### config.mk
export PLATFORM = sky130hd
export DESIGN_NAME = mips_control_ifid_pc_sequencer
export DESIGN_NICKNAME = d
export VERILOG_FILES = /design/src/rtl/mips_control_ifid_pc_sequencer.sv
export SDC_FILE = /design/constraint.sdc
export NUM_CORES = 1
export LEC_CHECK = 0
export CORE_MARGIN = 1.5
export CORE_UTILIZATION = 45
export CTS_CLUSTER_SIZE = 25
export DETAILED_ROUTE_END_ITERATION = 10
export PLACE_DENSITY = 0.89
export SETUP_SLACK_MARGIN = 0.5
export SYNTH_ARGS = -nofsm -noshare
export SYNTH_HDL_FRONTEND = slang
export SYNTH_SLANG_ARGS = --single-unit
### constraint.sdc
create_clock -name clock -period 8.9 [get_ports clock]
set_input_delay 1.335 -clock clock [delete_from_list [all_inputs] [get_ports clock]]
set_output_delay 1.335 -clock clock [all_outputs]
set_load 0.05 [all_outputs]
### src/rtl/mips_control_ifid_pc_sequencer.sv
// -----------------------------------------------------------------------------
// mips_control_ifid_pc_sequencer
//
// Instruction-fetch sequencer for a 5-stage MIPS pipeline. It owns the fetch
// address register, issues one instruction-memory request at a time and
// presents the returned word to the IF/ID register through a one-entry buffer.
// Control transfers resolved in ID (j, jr, beq, bne) redirect fetch with no
// delay slot. The instruction already fetched behind the branch is flushed, and
// a response still in flight for the wrong path is dropped on arrival.
//
// Fetch FSM:
//   REQ  : imem_req=1 with imem_addr=pc, waiting for imem_ready
//   WAIT : one request accepted, waiting for imem_valid
//   HOLD : buffer full, waiting for IF/ID to consume it (stall=0)
// -----------------------------------------------------------------------------
module mips_control_ifid_pc_sequencer #(
    parameter logic [31:0] RESET_PC = 32'h0000_0000
) (
    input  logic        clock,
    input  logic        reset,

    // ID-stage control-transfer information
    input  logic [1:0]  action,
    input  logic [1:0]  condition,
    input  logic        id_valid,
    input  logic [31:0] id_pc,
    input  logic [31:0] rs_value,
    input  logic [31:0] rt_value,
    input  logic [15:0] imm16,
    input  logic [25:0] target26,
    input  logic        stall,

    // Instruction memory port
    output logic        imem_req,
    output logic [31:0] imem_addr,
    input  logic        imem_ready,
    input  logic        imem_valid,
    input  logic [31:0] imem_data,

    // Fetched-instruction buffer towards IF/ID
    output logic        if_valid,
    output logic [31:0] if_pc,
    output logic [31:0] if_instr,
    output logic        flush_if
);

    // ID-stage PC action encoding
    typedef enum logic [1:0] {
        ACT_INC    = 2'd0,
        ACT_JUMP   = 2'd1,
        ACT_JUMPR  = 2'd2,
        ACT_BRANCH = 2'd3
    } action_e;

    // ID-stage branch condition encoding (3 is reserved and behaves as None)
    typedef enum logic [1:0] {
        COND_NONE = 2'd0,
        COND_EQ   = 2'd1,
        COND_NE   = 2'd2,
        COND_RSVD = 2'd3
    } cond_e;

    // Fetch FSM states
    typedef enum logic [1:0] {
        S_REQ  = 2'd0,
        S_WAIT = 2'd1,
        S_HOLD = 2'd2
    } state_e;

    state_e      state;
    logic [31:0] pc;        // address of the next instruction to fetch
    logic        discard;   // the outstanding response belongs to a squashed path

    logic        cond_met;
    logic        taken;
    logic [31:0] id_seq_pc;
    logic [31:0] branch_offset;
    logic [31:0] jump_target;
    logic [31:0] branch_target;
    logic [31:0] redirect_pc;

    // -------------------------------------------------------------------------
    // Redirect decision and target
    // -------------------------------------------------------------------------

    // Resolve whether the ID instruction transfers control this cycle
    always_comb begin
        // NOTE: every signal written in always_comb gets a default first, so no
        // path through the block can leave it unassigned and infer a latch.
        cond_met = 1'b0;
        taken    = 1'b0;

        unique case (condition)
            COND_EQ:   cond_met = (rs_value == rt_value);
            COND_NE:   cond_met = (rs_value != rt_value);
            COND_NONE,
            COND_RSVD: cond_met = 1'b0;
            default:   cond_met = 1'b0;
        endcase

        // A stalled ID instruction is not consumed, so it must not redirect yet;
        // it will be re-presented and resolved once the stall releases.
        if (id_valid && !stall) begin
            unique case (action)
                ACT_JUMP,
                ACT_JUMPR:  taken = 1'b1;
                ACT_BRANCH: taken = cond_met;
                ACT_INC:    taken = 1'b0;
                default:    taken = 1'b0;
            endcase
        end
    end

    // Target arithmetic for every action; the mux below picks one
    always_comb begin
        id_seq_pc     = id_pc + 32'd4;
        branch_offset = {{14{imm16[15]}}, imm16, 2'b00};
        jump_target   = {id_seq_pc[31:28], target26, 2'b00};
        branch_target = id_seq_pc + branch_offset;
        redirect_pc   = id_seq_pc;

        unique case (action)
            ACT_JUMP:   redirect_pc = jump_target;
            ACT_JUMPR:  redirect_pc = rs_value;
            ACT_BRANCH: redirect_pc = branch_target;
            ACT_INC:    redirect_pc = id_seq_pc;
            default:    redirect_pc = id_seq_pc;
        endcase
    end

    // No delay slot: whatever sits in IF/ID behind a taken transfer is wrong-path
    assign flush_if  = taken;

    // Memory port is a direct view of the fetch register and the FSM state
    assign imem_req  = (state == S_REQ);
    assign imem_addr = pc;

    // -------------------------------------------------------------------------
    // Fetch FSM, fetch register and instruction buffer
    // -------------------------------------------------------------------------

    // Advance fetch; a redirect from ID takes priority over normal sequencing
    always_ff @(posedge clock or posedge reset) begin
        if (reset) begin
            state    <= S_REQ;
            pc       <= RESET_PC;
            discard  <= 1'b0;
            if_valid <= 1'b0;
            if_pc    <= 32'h0000_0000;
            if_instr <= 32'h0000_0000;
        end else begin
            // NOTE: all state here uses non-blocking assignments so every branch
            // sees the pre-edge values and ordering between registers is irrelevant.
            unique case (state)
                S_REQ: begin
                    if (taken) begin
                        pc       <= redirect_pc;
                        if_valid <= 1'b0;
                        if (imem_ready) begin
                            // The old address was accepted at this very edge, so
                            // its response will arrive and must be thrown away.
                            state   <= S_WAIT;
                            discard <= 1'b1;
                        end else begin
                            state   <= S_REQ;
                        end
                    end else if (imem_ready) begin
                        state <= S_WAIT;
                    end
                end

                S_WAIT: begin
                    if (taken) begin
                        pc       <= redirect_pc;
                        if_valid <= 1'b0;
                        if (imem_valid) begin
                            // Response arrives together with the redirect: drop it
                            // and go straight to requesting the target.
                            state   <= S_REQ;
                            discard <= 1'b0;
                        end else begin
                            // Only one request may be outstanding, so wait for the
                            // stale response before issuing the target fetch.
                            state   <= S_WAIT;
                            discard <= 1'b1;
                        end
                    end else if (imem_valid) begin
                        if (discard) begin
                            // Wrong-path word: pc already holds the target
                            state   <= S_REQ;
                            discard <= 1'b0;
                        end else begin
                            if_pc    <= pc;
                            if_instr <= imem_data;
                            if_valid <= 1'b1;
                            pc       <= pc + 32'd4;
                            state    <= S_HOLD;
                        end
                    end
                end

                S_HOLD: begin
                    // taken already implies stall=0, so the buffer is free anyway
                    if (taken) begin
                        pc       <= redirect_pc;
                        if_valid <= 1'b0;
                        state    <= S_REQ;
                    end else if (!stall) begin
                        if_valid <= 1'b0;
                        state    <= S_REQ;
                    end
                end

                default: begin
                    state   <= S_REQ;
                    discard <= 1'b0;
                end
            endcase
        end
    end

endmodule

Yosys cells after proc, flatten, opt, wreduce, memory -nomap -nowiden
Cells that the tools add are included.
- flip-flop bits (word level): 100
- input port bits: 180
- output and inout port bits: 99
- add/subtract/negate cells: 3
- equal/unequal tests: 17
- mux-type cells: 32
- bitwise logic cells: 3
- reductions and logical operators: 15
- operators by type and width (operator ; count):
    $mux 32 ; 4
    $pmux 32 s4 ; 1
    $add 32x3->32 const B ; 2
    $pmux 32 s2 ; 1
    $add 32x32->32 ; 1
    $eq 32x32->1 ; 1
    $ne 32x32->1 ; 1
    $mux 1 ; 14
    $mux 2 ; 7
    $pmux 1 s3 ; 4
    $reduce_and 4->1 ; 3
    $eq 2x2->1 const B ; 5
    $ne 3x3->1 const B ; 3
    $eq 2x1->1 const B ; 3
    $logic_not 2->1 ; 3
    $ne 2x1->1 const B ; 3
    $pmux 2 s3 ; 1
    $reduce_or 2->1 ; 3
    $reduce_and 5->1 ; 1
    $ne 3x1->1 const B ; 1
    $not 1->1 ; 3
    $reduce_and 3->1 ; 1
    $reduce_bool 3->1 ; 1
    $reduce_bool 2->1 ; 1
    other kinds (2) ; 2

Logic depth before layout (Yosys ltp)
Gate-level depths: netlist of the first run.
- depth in word-level cells: 7
- depth in mapped cells: 16

Least setup slack after synthesis of the first run
Ideal clock, no wire load.
- path kind: input-to-reg
- start point: input port id_pc[9]
- end point: register pc[31], in the netlist imem_addr[31]
- arrival time: 4314 ps
- data required time: 8805 ps
- path slack: 4490 ps
- cell stages on the path: 15
- buffers on the path: 2
- path through: and4_1 -> and4_1 -> clkbuf_1 -> nand2_1 -> or3_1 -> xnor2_1 -> ha_1 -> clkbuf_1 -> o21a_1 -> o21a_1 -> o21ai_0 -> a21oi_1 -> a211o_1 -> mux2_4 -> o32ai_2
- cells in the longest elaborated chain, start to end: 5
- elaborated cells between the ends (all ways): 6
- those cells by class: add/sub (2); mux (4)
- ends and longest elaborated chain (element ; RTL line ; source):
    from (decl) ; 26 ; input logic [31:0] id_pc,
    $add 32x3->32 (*) ; 116 ; id_seq_pc = id_pc + 32'd4;
    $add 32x32->32 ; 119 ; branch_target = id_seq_pc + branch_offset;
    $pmux 32 s4 (*) ; 122 ; unique case (action)
    $mux 32 (on tied branches) ; 156, 204, 173 ;
    $pmux 32 s2 (*) ; 154 ; unique case (state)
    to (signal assigned) ; 157 ; pc <= redirect_pc;
    to (signal assigned) ; 174 ; pc <= redirect_pc;
    to (signal assigned) ; 205 ; pc <= redirect_pc;
    to (decl) ; 71 ; logic [31:0] pc;
Every way passes the cells marked *; elsewhere a longest branch is shown, timed or not. The select of a mux whose other input is x is not followed.
A chain may end at the register's enable or synchronous reset.

Worst setup path after layout of the first run
- start point: input port rs_value[4]
- end point: output port flush_if
- cells in the longest elaborated chain, start to end: 4
- elaborated cells between the ends (all ways): 5
- those cells by class: eq/ne (2); mux (3)
- ends and longest elaborated chain (element ; RTL line ; source):
    from (decl) ; 27 ; input logic [31:0] rs_value,
    $ne 32x32->1 or $eq 32x32->1 (tied branches) ; 95, 94 ;
    $pmux 1 s3 (*) ; 93 ; unique case (condition)
    $pmux 1 s3 (*) ; 104 ; unique case (action)
    $mux 1 (*) ; 103 ; if (id_valid && !stall) begin
    to (decl) ; 44 ; output logic flush_if
Every way passes the cells marked *; elsewhere a longest branch is shown, timed or not.

==> metrics.md, run 1 <==
| Metric | Value |
|---|---|
| Mapped Cells | `858` |
| Worst hold slack | `480 ps` |
| Area growth from synthesis to layout | `40.7%` |
| Min-Delay Path Class | `flop to flop` |
| Chip height | `136 um` |
| Area of the multi-input gates | `5230 um2` |
| CP max FO | `14` |
| Dpl ws | `2940 ps` |
| Fillers | `1423` |
| Initial antenna violation count | `1` |
| Port buffer count | `278` |
| Total of cells resized after clock tree synthesis | `0` |
| Post-synthesis sequential area ratio | `31.4%` |
| Routed Antenna Nets | `0` |
| Clock transition at path regs | `60 ps` |
| Via/cell ratio | `5.92` |
| Total power | `3.13 mW` |
| Starting Density | `46.1%` |
| Top-area cell type share of the netlist area | `31.4%` |
| CTS Hold Bufs | `0` |
| CTS tree | `yes` |
| Worst Setup Path Type | `input port to output port` |
| RSZ-0062 raised after global routing | `false` |
| Total CTS buffers | `9` |
| Status | `finished clean` |
| Critical path launch point type | `input port` |
| Gr usage total | `28.1%` |
| Number of library cell types mapped by synthesis | `75` |
| Detailed-route via count | `7980` |
| Yosys top cell by area | `dfrtp_1` |
| Final Wtd Congestion | `0.904` |
| Total wire length | `26700 um` |
| DRT iter0 DRCs | `519` |
| #FFs+latches synth | `100` |
| Ratio of cells with drive above 1 in the final layout | `6.15%` |
| Clock root cell | `clkbuf_16` |
| Synth Net Count | `1075` |
| Remaining global-route overflow | `0` |
| H-tree depth | `3` |
| Clk_skew | `8.50 ps` |
| Achievable Freq | `166 MHz` |
| Leakage power | `4.52 nW` |
| Largest cells by area after synthesis | `dfrtp_1 (31%), mux2_1 (6.9%), ha_1 (5.7%)` |
| Max Buffers Root-to-Sink | `2` |
| Fin. Hold Viols | `0` |
| Worst-Skew Late Latency | `340 ps` |
| Setup WS post-layout | `2890 ps` |
| Critical Path RT | `7570 ps` |
| # DRC | `0` |
| Power density cells | `279 nW/um2` |
| Ports | `279` |
| First-pass GRT wire length | `40100 um` |
| Post-synth EDFFs | `0` |
| MaxCap Viol Count | `0` |
| Nets | `1334` |
| Count leader, synth | `dfrtp_1` |
| Initial DRT Pass Iterations | `5` |
| Sequential Area | `2500 um2` |
| Post-synth top cells | `dfrtp_1 (100), nand2_1 (69), a21oi_1 (59), mux2_1 (49), xor2_1 (48)` |
| Synthesized area | `7970 um2` |
| Die Area | `18500 um2` |
| Rows | `48` |
| Vias in the first global route | `7487` |
| Worst-margin pin slew | `1070 ps` |
| Syn Area/Cell | `9.28 um2` |
| Post-synth top flop | `dfrtp_1` |
| Crit path DAT | `4680 ps` |
| Die Width | `136 um` |
| Final TNS setup | `0 ps` |
| Pins over their slew limit | `0` |
| Endpoints failing setup | `0` |
| Routed len/inst | `19.8 um` |
| Fin crit period | `6010 ps` |
| CP endpoint kind | `output port` |
| Worst vdd ir | `0.278 mV` |
| Largest net degree at the start of global routing | `83` |
| Setup bufs post-CTS | `0` |
| Post-synth ARST share | `100%` |
| Part of the cycle the worst path needs | `67.6%` |
| Sink Count | `100` |
| Core area | `17300 um2` |
| Post-DP HPWL | `21600 um` |
| Synth Warn # | `0` |
| Worst slew margin | `28.4%` |
==> layer usage <==
| layer | vias to the layer above | global-route usage [%] | part of all wire (%) |
|---|---|---|---|
| met1 | 3774 | 36.5 | 41 |
| met5 | - | 0 | 0 |
| met3 | 56 | 4.85 | 8.6 |
| li1 | 3728 | - | - |
| met4 | 0 | 12.2 | 4.0 |
| met2 | 422 | 45.9 | 46 |
==> worst max-delay path: stages <==
cell and delay [ps]:
clkdlybuf4s50_1 500, xor2_1 180, nor4_1 630, and4_1 320
a21oi_1 100, o31ai_4 670, inv_2 140, clkdlybuf4s50_1 780
==> stage by stage <==
stage	std cells	instance area, um2	utilization [%]
6_report	1349	11200	64.8
5_1_grt	1348	11200	64.8
4_1_cts	1347	11200	64.8
3_5_place_dp	1331	10900	63.2
3_3_place_gp	1331	10900	63.2
2_1_floorplan	858	7970	-
==> registers in the layout, indices dropped and copies added (netlist names) <==
register,cells
if_pc,32
state,2
if_instr,32
if_valid,1
discard,1
imem_addr,32
==> placed cells by master (no fill, tap or decap), drive strengths merged, types with 28 or more instances in the layout <==
| master | instances |
|---|---|
| inv | 28 |
| xor2 | 48 |
| dfrtp | 100 |
| nand3 | 41 |
| ha | 36 |
| o21ai | 46 |
| clkdlybuf4s50 | 278 |
| a21oi | 60 |
| mux2 | 60 |
| xnor2 | 30 |
| nand2 | 70 |
| nor2 | 46 |
==> worst paths after layout <==
check / start / end / slack (ps) / cells past startpoint
max in group asynchronous: reset / if_instr[24] / 6320 / 3
min reg2reg: if_pc[30] / if_pc[30] / 480 / 2
min in group asynchronous: reset / if_pc[20] / 1280 / 2
max reg2reg: imem_addr[3] / imem_addr[24] / 6310 / 8
min: if_pc[30] / if_pc[30] / 480 / 2
max: rs_value[4] / flush_if / 2890 / 8
==> layout make-up <==
| cell class | instances | area share [%] |
|---|---|---|
| Clock inverter | 4 | 0.223 |
| Timing Repair Buffer | 282 | 25.1 |
| Sequential cell | 100 | 22.3 |
| Inverter | 28 | 0.960 |
| Tap cell | 225 | 2.51 |
| Clock buffer | 12 | 2.20 |
| Multi-Input combinational cell | 696 | 46.6 |
| Antenna cell | 2 | 0.0447 |
==> kinds of logic (layout without fill, tap and decap cells) <==
| group | Yosys count | in the layout | share of synthesized area, % |
|---|---|---|---|
| DFF | 100 | 100 | 31.4 |
| xor gates and xnor gates | 78 | 78 | 8.58 |
| AOI/OAI and AO/OA | 207 | 207 | 17.5 |
| adders and majority gates | 37 | 37 | 5.91 |
| buffers and inverters | 62 | 326 | 3.14 |
| and+or+nand+nor | 280 | 280 | 18.1 |
| muxes | 94 | 94 | 15.3 |
| other | 0 | 2 | 0 |
==> power breakdown <==
| group | total [mW] | internal, mW | switching (mW) |
|---|---|---|---|
| combinational | 1.92 | 0.697 | 1.23 |
| sequential | 0.849 | 0.667 | 0.182 |
| clock | 0.357 | 0.196 | 0.161 |
No activity file was read; power rests on OpenSTA's default activity.
==> run 2: changes to the inputs <==
==> constraint.sdc (replaced) <==
create_clock -name clock -period 6.2 [get_ports clock]
set_input_delay 0.93 -clock clock [delete_from_list [all_inputs] [get_ports clock]]
set_output_delay 0.93 -clock clock [all_outputs]
set_load 0.05 [all_outputs]
==> metrics.md, run 2 (synthesized netlist as in run 1, its figures left out) <==
| Metric | Value |
|---|---|
| CTS Hold Bufs | `0` |
| Routed Antenna Nets | `0` |
| Sequential share of power | `26.9%` |
| Via/cell ratio | `5.97` |
| # DRC | `0` |
| Area growth from synthesis to layout | `41.3%` |
| Detailed-route via count | `8065` |
| Sink Count | `100` |
| Starting Density | `46.1%` |
| Routed len/inst | `19.8 um` |
| Power density cells | `405 nW/um2` |
| Total wire length | `26700 um` |
| Port buffer count | `278` |
| Combinational fraction of design power | `60.6%` |
| Clock transition at path regs | `60 ps` |
| Clk_skew | `6.93 ps` |
| CP top delay family | `buffers and inverters` |
| Chip height | `136 um` |
| R2r worst-path depth | `8` |
| Crit-path cells | `clkdlybuf4s50_1 -> xor2_1 -> nor4_1 -> and4_1 -> a21oi_1 -> o31ai_4 -> inv_2 -> clkdlybuf4s50_1` |
| Cell internal pwr | `2.28 mW` |
| Largest net degree at the start of global routing | `74` |
| Remaining global-route overflow | `0` |
| Worst path slowest cell | `clkdlybuf4s50_1` |
| Die Width | `136 um` |
| Worst-margin pin slew | `1130 ps` |
| Fillers | `1364` |
| DRT iter0 DRCs | `622` |
| CTS tree | `yes` |
| Setup bufs post-CTS | `0` |
| Area of the multi-input gates | `5230 um2` |
| Status | `finished clean` |
| Critical Path RT | `5270 ps` |
| Max Buffers Root-to-Sink | `2` |
| MaxCap Viol Count | `0` |
| Critical path launch point type | `input port` |
| Worst hold slack | `480 ps` |
| Crit path DAT | `4320 ps` |
| Clock root cell | `clkbuf_16` |
| Sequential Area | `2500 um2` |
| RSZ-0062 raised after global routing | `false` |
| Most common cell after layout, fill and taps aside | `clkdlybuf4s50_1` |
| Total CTS buffers | `9` |
| Max stage delay on crit path | `780 ps` |
| Fin crit period | `5250 ps` |
| Ratio of cells with drive above 1 in the final layout | `6.49%` |
| Gr usage total | `28.0%` |
| Achievable Freq | `190 MHz` |
| Flop2flop setup slack | `3630 ps` |
| Clock Power Share | `12.6%` |
| Die Area | `18500 um2` |
| Most frequent cells in the layout | `clkdlybuf4s50_1 (278), dfrtp_1 (100), nand2_1 (68)` |
| Design area | `11300 um2` |
| Pins over their slew limit | `0` |
| Worst Setup Path Type | `input port to output port` |
| Placed Area | `11000 um2` |
| H-tree depth | `3` |
| Worst path buffer plus inverter count | `3` |
| First-pass GRT wire length | `40400 um` |
| Vias in the first global route | `7539` |
| Min-Delay Path Class | `flop to flop` |
| Final TNS setup | `0 ps` |
| Critical path depth | `8` |
| Worst slew margin | `24.9%` |
| Net Sw Frac | `49.9%` |
| Initial DRT Pass Iterations | `5` |
| Hold Crit Depth | `2` |
| Worst vdd ir | `0.471 mV` |
| Initial antenna violation count | `1` |
| Post-DP HPWL | `21700 um` |
| Leakage power | `4.56 nW` |
| Fin util | `65.1%` |
| Switching power | `2.27 mW` |
| Core area | `17300 um2` |
| Top cell by count, worst path | `clkdlybuf4s50_1` |
| Nets | `1337` |
| Endpoints failing setup | `0` |
| Final Wtd Congestion | `0.915` |
| Rows | `48` |
| Total power | `4.56 mW` |
| Worst-Skew Late Latency | `340 ps` |
| Total of cells resized after clock tree synthesis | `0` |
| CP endpoint kind | `output port` |
| Fin. Hold Viols | `0` |
| CP max FO | `14` |
| Part of the cycle the worst path needs | `84.7%` |
| Ports | `279` |
-- run 2: changes by cell type in the layout (fill, tap and decap cells not counted) --
cell / delta
buf_4: +3
bufinv_16: +1
clkbuf_1: -1
clkinv_2: -1
clkinv_4: +1
clkinvlp_4: -1
diode_2: -1
inv_6: +1
-- run 2: final timing paths --
| kind | start | endpoint |
|---|---|---|
| setup / recovery | rt_value[4] | flush_if |
| hold / removal | if_pc[14] | if_pc[14] |
| setup reg to reg | imem_addr[3] | imem_addr[30] |
| hold reg to reg | if_pc[14] | if_pc[14] |
| max in group asynchronous | reset | imem_addr[9] |
| min in group asynchronous | reset | if_instr[6] |
-- run 2: final cells by class --
class	count	share of cell area, %
Multi-Input combinational cell	696	46.4
Timing Repair Buffer	285	25.2
Sequential cell	100	22.2
Tap cell	225	2.50
Clock buffer	11	2.16
Inverter	28	0.956
Clock inverter	5	0.533
Antenna cell	1	0.0222
-- run 2: per-stage QoR --
| step | std cells | setup WS [ps] |
|---|---|---|
| 4_1_cts | 1350 | 1030 |
| 2_1_floorplan | 858 | 2200 |
| 5_1_grt | 1351 | 986 |
| 3_5_place_dp | 1334 | 1030 |
| 6_report | 1351 | 950 |
| 3_3_place_gp | 1334 | 1090 |
-- run 2: per-layer routing --
layer / wire [um] / up-vias / part of all wire (%) / global-route usage, %
met4: 757 / 0 / 2.8 / 9.52
met3: 2410 / 45 / 9.0 / 4.44
met5: 0 / - / 0 / 0
met2: 12500 / 467 / 47 / 47.1
li1: - / 3749 / - / -
met1: 11100 / 3804 / 41 / 36.7
-- run 2: power groups by stage --
stage | registers (mW) | logic [mW] | clock network (mW)
floorplan | 2.20 | 0.771 | 0
global placement | 1.21 | 2.72 | 0
detailed placement | 1.23 | 2.76 | 0
CTS | 1.22 | 2.76 | 0.579
global route | 1.27 | 2.90 | 0.603
finish | 1.22 | 2.76 | 0.573
-- run 2: worst register-to-register path, delay by kind of cell (launching register included) --
kind                     cells  cell delay (ps)
adder cells (fa/ha/maj)      1              230
AND/OR/NAND/NOR              5             1360
flip-flops                   1              460
AO/OA/AOI/OAI                2              420
==> run 3: changes to the inputs <==
--- a/config.mk
+++ b/config.mk
@@ -6,10 +6,10 @@
 export NUM_CORES = 1
 export LEC_CHECK = 0
 export CORE_MARGIN = 1.5
-export CORE_UTILIZATION = 45
+export CORE_UTILIZATION = 42
 export CTS_CLUSTER_SIZE = 25
 export DETAILED_ROUTE_END_ITERATION = 10
-export PLACE_DENSITY = 0.89
+export PLACE_DENSITY = 0.87
 export SETUP_SLACK_MARGIN = 0.5
 export SYNTH_ARGS = -nofsm -noshare
 export SYNTH_HDL_FRONTEND = slang
==> constraint.sdc (replaced) <==
create_clock -name clock -period 4.6 [get_ports clock]
set_input_delay 0.69 -clock clock [delete_from_list [all_inputs] [get_ports clock]]
set_output_delay 0.69 -clock clock [all_outputs]
set_load 0.05 [all_outputs]
==> metrics.md, run 3 (synthesized netlist as in run 1, its figures left out) <==
| Metric | Value |
|---|---|
| Die Width | `141 um` |
| Max Buffers Root-to-Sink | `2` |
| Post-DP HPWL | `22800 um` |
| Fin crit period | `4020 ps` |
| Gr usage total | `27.4%` |
| Power density cells | `537 nW/um2` |
| Worst-margin pin slew | `952 ps` |
| Most common cell after layout, fill and taps aside | `clkdlybuf4s50_1` |
| Crit path DAT | `4260 ps` |
| Nets | `1370` |
| Final TNS setup | `0 ps` |
| RSZ-0062 raised after global routing | `true` |
| # DRC | `0` |
| Design area | `11700 um2` |
| Total CTS buffers | `9` |
| H-tree depth | `3` |
| Achievable Freq | `249 MHz` |
| Fin. Hold Viols | `0` |
| Die Area | `19800 um2` |
| Rows | `50` |
| Routed Antenna Nets | `0` |
| CP endpoint kind | `flop` |
| First-pass GRT wire length | `42600 um` |
| Setup WS post-layout | `577 ps` |
| MaxCap Viol Count | `0` |
| CP max FO | `5` |
| DRT iter0 DRCs | `615` |
| Clk_skew | `7.96 ps` |
| Port buffer count | `278` |
| Reg2reg start | `imem_addr[2]` |
| Critical path launch point type | `input port` |
| Ports | `279` |
| Worst slew margin | `36.5%` |
| Clock transition at path regs | `70 ps` |
| Pins over their slew limit | `0` |
| Via/cell ratio | `5.90` |
| Status | `finished clean` |
| Starting Density | `42.7%` |
| Largest net degree at the start of global routing | `77` |
| Hold_sp | `if_pc[11]` |
| Chip height | `141 um` |
| Remaining global-route overflow | `0` |
| Detailed-route via count | `8231` |
| Routed len/inst | `20.0 um` |
| Sink Count | `100` |
| CP startpoint | `id_pc[4]` |
| Core area | `18600 um2` |
| Leakage power | `4.80 nW` |
| Most frequent cells in the layout | `clkdlybuf4s50_1 (275), dfrtp_1 (100), nand2_1 (68)` |
| Endpoints failing setup | `0` |
| Clock root cell | `clkbuf_16` |
| CTS tree | `yes` |
| Dpl ws | `16.0 ps` |
| Placed Area | `11200 um2` |
| Vias in the first global route | `8023` |
| Total wire length | `27900 um` |
| Worst vdd ir | `0.289 mV` |
| Initial DRT Pass Iterations | `5` |
| Ratio of cells with drive above 1 in the final layout | `10.9%` |
| Worst-Skew Late Latency | `340 ps` |
| Part of the cycle the worst path needs | `87.5%` |
| Initial antenna violation count | `2` |
| Critical Path RT | `4840 ps` |
| Worst Setup Path Type | `input port to flop` |
| Min-Delay Path Class | `flop to flop` |
| Final Wtd Congestion | `0.980` |
| Area growth from synthesis to layout | `46.6%` |
==> run 3: stage by stage <==
step	total power [mW]	hold slack, ps	std cells	utilization, %
after floorplan	4.01	531	858	-
after global placement	5.33	463	1370	60.0
after detailed placement	5.42	475	1370	60.0
after CTS	6.27	491	1387	61.8
after global routing	6.55	500	1392	62.6
final	6.26	487	1394	62.6
==> run 3: layout make-up <==
class | instances | area [um2]
multi-input cells | 696 | 5340
fillers | 1516 | 6970
clock inverters | 7 | 105
diodes | 2 | 5.00
repair buffers | 318 | 3100
clock buffers | 9 | 225
inverters | 28 | 108
well taps | 234 | 293
flip-flops and latches | 100 | 2500
==> run 3: worst max-delay path, stage by stage <==
cell and delay (ps):
clkdlybuf4s50_1 550, and3_1 230, and3_1 190, nand2_1 70
xnor2_1 140, ha_1 370, o211ai_1 180, nor3b_1 200
a21o_1 210, o21a_1 250, o41ai_4 390, xor2_1 110
mux4_2 480, a21o_1 190
==> run 3: layer usage <==
layer / GRT usage (%) / vias up / part of all wire [%]
li1: - / 3807 / -
met1: 34.5 / 3881 / 40
met2: 46.1 / 472 / 47
met3: 5.23 / 71 / 8.6
met4: 11.7 / 0 / 4.0
met5: 0 / - / 0
==> run 3: final timing paths <==
check	end	slack, ps	depth (start not counted)
max in group asynchronous	if_pc[8]	2770	3
hold / removal	if_pc[11]	490	2
hold reg to reg	if_pc[11]	490	2
setup / recovery	imem_addr[20]	580	14
setup reg to reg	imem_addr[30]	2130	8
min in group asynchronous	if_instr[28]	870	2
==> run 3: repair_timing <==
action,in CTS,in global routing
pin swaps,1,6
endpoints found under the setup margin,1,9
buffers inserted,1,5
resized for setup,3,24
hold endpoints to repair,0,0
gates cloned,0,0
hold buffers,0,0
==> run 3: power by group <==
group	internal (mW)	leakage, nW	total, mW	switching [mW]
sequential	1.29	1.18	1.65	0.357
combinational	1.39	3.47	3.79	2.40
clock	0.485	0.159	0.828	0.343
